$ cat config.mk
export PLATFORM = sky130hd
export DESIGN_NAME = acc_uart_tx
export DESIGN_NICKNAME = d
export VERILOG_FILES = /design/src/rtl/acc_uart_tx.sv
export SDC_FILE = /design/constraint.sdc
export NUM_CORES = 1
export LEC_CHECK = 0
export BUFFER_PORTS_ARGS = -buffer_cell sky130_fd_sc_hd__buf_2
export CAP_MARGIN = 20
export CORE_UTILIZATION = 35
export DETAILED_ROUTE_END_ITERATION = 6
export PLACE_DENSITY = 0.56
export SKIP_CTS_REPAIR_TIMING = 1
export SYNTH_ARGS = -nofsm -noshare
export SYNTH_HDL_FRONTEND = slang
export SYNTH_SLANG_ARGS = --single-unit
$ cat constraint.sdc
create_clock -name clk -period 2.1 [get_ports clk]
set_input_delay 0.63 -clock clk [delete_from_list [all_inputs] [get_ports clk]]
set_output_delay 0.63 -clock clk [all_outputs]
set_load 0.005 [all_outputs]
$ cat src/rtl/acc_uart_tx.sv
// Accumulator-fed UART transmitter: one-entry holding register in front of an LSB-first shifter.
// Define ACC_UART_PARITY_EN to insert an even-parity bit between the data bits and the stop bit (8E1).
`timescale 1ns/1ps
module acc_uart_tx #(
    parameter int CLK_DIV = 868
) (
    input  logic       clk,
    input  logic       rst_n,
    input  logic       out_req,
    input  logic [7:0] acc_data,
    output logic       out_ready,
    output logic       tx_busy,
    output logic       tx_done,
    output logic       ovf_err,
    output logic       tx
);

    localparam int CW = (CLK_DIV < 2) ? 1 : $clog2(CLK_DIV);
    localparam logic [CW-1:0] RELOAD = CW'(CLK_DIV - 1);

    generate
        if (CLK_DIV < 2) begin : g_div_check
            $error("acc_uart_tx: CLK_DIV must be >= 2");
        end
    endgenerate

`ifdef ACC_UART_PARITY_EN
    typedef enum logic [2:0] {S_IDLE, S_START, S_DATA, S_PARITY, S_STOP} state_t;
`else
    typedef enum logic [2:0] {S_IDLE, S_START, S_DATA, S_STOP} state_t;
`endif

    state_t          state_reg, state_next;
    logic [CW-1:0]   cnt_reg, cnt_next;
    logic [2:0]      bit_idx_reg, bit_idx_next;
    logic [7:0]      shift_reg, shift_next;
    logic [7:0]      hold_reg, hold_next;
    logic            hold_full_reg, hold_full_next;
    logic            tx_reg, tx_next;
    logic            done_reg, done_next;
    logic            ovf_reg, ovf_next;
    logic            load;
`ifdef ACC_UART_PARITY_EN
    logic            parity_reg, parity_next;
`endif

    always_comb begin
        state_next     = state_reg;
        cnt_next       = cnt_reg;
        bit_idx_next   = bit_idx_reg;
        shift_next     = shift_reg;
        hold_next      = hold_reg;
        hold_full_next = hold_full_reg;
        tx_next        = tx_reg;
        done_next      = 1'b0;
        ovf_next       = ovf_reg | (out_req & hold_full_reg);
        load           = 1'b0;
`ifdef ACC_UART_PARITY_EN
        parity_next    = parity_reg;
`endif
        case (state_reg)
            S_IDLE: begin
                if (hold_full_reg) load = 1'b1;
            end
            S_START: begin
                if (cnt_reg == '0) begin
                    state_next   = S_DATA;
                    cnt_next     = RELOAD;
                    bit_idx_next = 3'd0;
                    tx_next      = shift_reg[0];
                end else begin
                    cnt_next = cnt_reg - CW'(1);
                end
            end
            S_DATA: begin
                if (cnt_reg == '0) begin
                    cnt_next = RELOAD;
                    if (bit_idx_reg == 3'd7) begin
`ifdef ACC_UART_PARITY_EN
                        state_next = S_PARITY;
                        tx_next    = parity_reg;
`else
                        state_next = S_STOP;
                        tx_next    = 1'b1;
`endif
                    end else begin
                        bit_idx_next = bit_idx_reg + 3'd1;
                        shift_next   = {1'b0, shift_reg[7:1]};
                        tx_next      = shift_reg[1];
                    end
                end else begin
                    cnt_next = cnt_reg - CW'(1);
                end
            end
`ifdef ACC_UART_PARITY_EN
            S_PARITY: begin
                if (cnt_reg == '0) begin
                    state_next = S_STOP;
                    cnt_next   = RELOAD;
                    tx_next    = 1'b1;
                end else begin
                    cnt_next = cnt_reg - CW'(1);
                end
            end
`endif
            S_STOP: begin
                // Registered, so the pulse lands on the stop bit's final cycle (counter = 0).
                if (cnt_reg == CW'(1)) done_next = 1'b1;
                if (cnt_reg == '0) begin
                    if (hold_full_reg) load = 1'b1;
                    else               state_next = S_IDLE;
                end else begin
                    cnt_next = cnt_reg - CW'(1);
                end
            end
            default: state_next = S_IDLE;
        endcase

        if (load) begin
            state_next     = S_START;
            shift_next     = hold_reg;
            hold_full_next = 1'b0;
            tx_next        = 1'b0;
            cnt_next       = RELOAD;
`ifdef ACC_UART_PARITY_EN
            parity_next    = ^hold_reg;
`endif
        end

        // Accept only sees the pre-edge fullness, so a same-edge transfer always moves the older byte.
        if (out_req && !hold_full_reg) begin
            hold_next      = acc_data;
            hold_full_next = 1'b1;
        end
    end

    always_ff @(posedge clk) begin
        if (!rst_n) begin
            state_reg     <= S_IDLE;
            cnt_reg       <= '0;
            bit_idx_reg   <= 3'd0;
            shift_reg     <= 8'd0;
            hold_reg      <= 8'd0;
            hold_full_reg <= 1'b0;
            tx_reg        <= 1'b1;
            done_reg      <= 1'b0;
            ovf_reg       <= 1'b0;
`ifdef ACC_UART_PARITY_EN
            parity_reg    <= 1'b0;
`endif
        end else begin
            state_reg     <= state_next;
            cnt_reg       <= cnt_next;
            bit_idx_reg   <= bit_idx_next;
            shift_reg     <= shift_next;
            hold_reg      <= hold_next;
            hold_full_reg <= hold_full_next;
            tx_reg        <= tx_next;
            done_reg      <= done_next;
            ovf_reg       <= ovf_next;
`ifdef ACC_UART_PARITY_EN
            parity_reg    <= parity_next;
`endif
        end
    end

    assign out_ready = !hold_full_reg;
    assign tx_busy   = (state_reg != S_IDLE) || hold_full_reg;
    assign tx_done   = done_reg;
    assign ovf_err   = ovf_reg;
    assign tx        = tx_reg;

endmodule

==> impl_metrics.env <==
export IMPL_top_layer_used="met4"
export IMPL_vias=1688
export IMPL_start_util=0.366
export IMPL_drt_initial_drc_count=76
export IMPL_r2r_end="state_reg[0]$_SDFFE_PN0P_"
export IMPL_finalHoldViolCount=0
export IMPL_wl_met2_mm=1.90
export IMPL_regToRegStartpoint="cnt_reg[0]$_SDFFE_PN0P_"
export IMPL_vias_per_cell=5.38
export IMPL_cp_end_kind="flip-flop"
export IMPL_synth_seq_cells=35
export IMPL_die_height_um=75.5
export IMPL_maxSlewHeadroom=0.432
export IMPL_antenna_found_initial=0
export IMPL_grt_use_total=0.173
export IMPL_grt_max_degree=23
export IMPL_utilization=0.427
export IMPL_layout_commonest_cell="dfxtp_1"
export IMPL_worst_pin_slew_ns=0.852
export IMPL_p_leak_uw=0.000858
export IMPL_layoutNonFillerInstCount=314
export IMPL_period_share=0.937
export IMPL_reg2regPathDepth=6
export IMPL_cp_max_fo=6
export IMPL_ctsHtreeMaxLevel=2
export IMPL_synthTopCellsByArea="dfxtp_1 37%, a21oi_1 5.6%, ha_1 5.3%"
export IMPL_placed_area_mm2=0.00210
export IMPL_syn_area_mm2=0.00189
export IMPL_critical_path_arrival_ns=2.15
export IMPL_rows=26
export IMPL_hpwl_mm=3.11
export IMPL_synth_avg_cell_area_um2=8.60
export IMPL_die_w_um=75.5
export IMPL_numClockSinks=35
export IMPL_post_place_cells=306
export IMPL_critPathBufInv=1
export IMPL_whs_path_depth=2
export IMPL_dieArea_mm2=0.00570
export IMPL_core_mm2=0.00517
export IMPL_synth_cell_types=52
export IMPL_grt_pass1_vias=1534
export IMPL_clock_path_buffers=2
export IMPL_hold_path_class="flip-flop to flip-flop"
export IMPL_synth_area_leader_cell="dfxtp_1"
export IMPL_power_uw=1890
export IMPL_largest_reg_flops=10
export IMPL_drive_above_1_share=0.225
export IMPL_post_drt_wl_per_cell_um=14.0
export IMPL_drc_errors=0
export IMPL_criticalPathCategory="flip-flop to flip-flop"
export IMPL_slowest_delay_ns=0.56
export IMPL_overflow=0
export IMPL_hold_end="hold_reg[0]$_SDFFE_PN0P_"
export IMPL_clockRootBuffer="clkbuf_8"
export IMPL_crit_family="compound AO/OA/AOI/OAI gates"
export IMPL_finClkSkew_ns=0.00927
export IMPL_max_freq_mhz=508
export IMPL_wl_met3_um=177
export IMPL_tritoncts="built"
export IMPL_yosysWarnings=0
export IMPL_tritoncts_num_buffers=5
export IMPL_cp_start_kind="flip-flop"
export IMPL_finalWirelength_mm=4.39
export IMPL_synth_top_cell_area_share=0.370
export IMPL_syn_nets=239
export IMPL_drt_pass1_iterations=4
export IMPL_synthCells=220
export IMPL_critPathSlowestCell="or4b_1"
export IMPL_layout_common_cells="35 x dfxtp_1, 26 x nand2_1, 21 x a21oi_1, 15 x buf_2, 14 x buf_4"
export IMPL_met1_length_mm=2.27
export IMPL_setup_viol=0
export IMPL_ys_seq_area_frac=0.370
export IMPL_cp_required_ns=2.28
export IMPL_grt_pass1_wl_mm=7.37
export IMPL_rrSetupSlack_ns=0.13
export IMPL_port_buffers=15
export IMPL_final_area_mm2=0.00221
export IMPL_cts_clk_slew_worst_paths_ns=0.08
export IMPL_cap_violations=0
export IMPL_place_congestion=0.802
export IMPL_num_antenna_cells=0
export IMPL_nets=262
export IMPL_syn_to_final_growth_pct=16.7
export IMPL_io_pins=16
export IMPL_hold_path_startpoint="hold_reg[0]$_SDFFE_PN0P_"
export IMPL_pwr_density_cell_mw_per_mm2=856
export IMPL_post_route_min_period_ns=1.97
export IMPL_drtAntennaViolNets=0
export IMPL_clk_latency_ns=0.29
export IMPL_critical_path_cell_chain="inv_1 > ha_1 > or4b_1 > o31ai_4 > a21oi_1 > o31a_1"
export IMPL_vdd_drop_max_mv=0.411
export IMPL_status="finished, final reports clean"
export IMPL_final_max_slew_viol_count=0
==> where the power goes <==
| group | internal [µW] | total, µW | switching (µW) |
|---|---|---|---|
| Clock | 231 | 494 | 263 |
| Sequential | 732 | 798 | 66.1 |
| Combinational | 263 | 598 | 335 |
==> area by class of cell <==
type                       count  area (µm²)
timing repair buffer          29         180
clock inverter                 3        20.0
inverter                      10        37.5
sequential                    35         701
tap                           70        87.6
clock buffer                   5        68.8
multi-input combinational    162        1110
fill                         518        2960
==> logic make-up (layout without fill, tap and decap cells) <==
logic type,count (synthesis),after routing,share of synthesized area
simple gates,83,83,0.250
flops,35,35,0.370
fa+ha+maj,8,8,0.0529
buf+inv,23,47,0.0536
compound gates,71,71,0.273
==> worst max-delay path by stage <==
stage	startpoint	endpoint	cells after the start
floorplan	state_reg[0]$_SDFFE_PN0P_	shift_reg[4]$_SDFFE_PN0P_	8
global placement	state_reg[0]$_SDFFE_PN0P_	cnt_reg[6]$_SDFFE_PN0P_	6
detailed placement	state_reg[0]$_SDFFE_PN0P_	shift_reg[5]$_SDFFE_PN0P_	6
CTS	state_reg[0]$_SDFFE_PN0P_	cnt_reg[6]$_SDFFE_PN0P_	6
global route	state_reg[1]$_SDFFE_PP0P_	cnt_reg[6]$_SDFFE_PN0P_	6
finish	cnt_reg[0]$_SDFFE_PN0P_	state_reg[0]$_SDFFE_PN0P_	6
==> Yosys cell counts (all sizes together) <==
master	count
o22ai	2
o211ai	1
o2111ai	3
inv	10
o21a	4
or4b	1
buf	5
a211oi	1
and3b	1
nor3	11
o211a	2
nand2b	1
o31a	4
and3	2
a2111oi	1
a21oi	21
or4	4
o21ai	14
and4	2
a2111o	1
a32oi	2
nand2	26
or3	3
o31ai	3
nor4b	1
nand3b	1
o2111a	1
a31oi	1
or2	3
dfxtp	35
clkbuf	8
nor2	8
ha	8
a41oi	1
or3b	1
a22oi	1
nor2b	4
nand3	11
nand4	1
nor4	2
a211o	1
a311oi	7
==> worst reg2reg max path, delay by kind of cell, from the launching register on <==
kind / cells / cell delay (ns)
flops: 1 / 0.34
simple gates: 1 / 0.56
compound gates: 3 / 0.63
buf+inv: 1 / 0.09
fa+ha+maj: 1 / 0.25
==> per-layer routing <==
layer,vias up,global-route usage
li1,868,-
met1,777,0.250
met2,36,0.249
met3,7,0.0397
met4,0,0.0617
met5,-,0
==> stage by stage <==
step	setup slack [ns]	hold slack, ns	setup TNS [ns]
final	0.132	0.461	0
after CTS	0.0708	0.464	0
after floorplan	0.116	0.433	0
after global routing	-0.00498	0.493	-0.00498
after detailed placement	0.0888	0.451	0
after global placement	0.124	0.441	0
(Power assumes the default switching activity.)
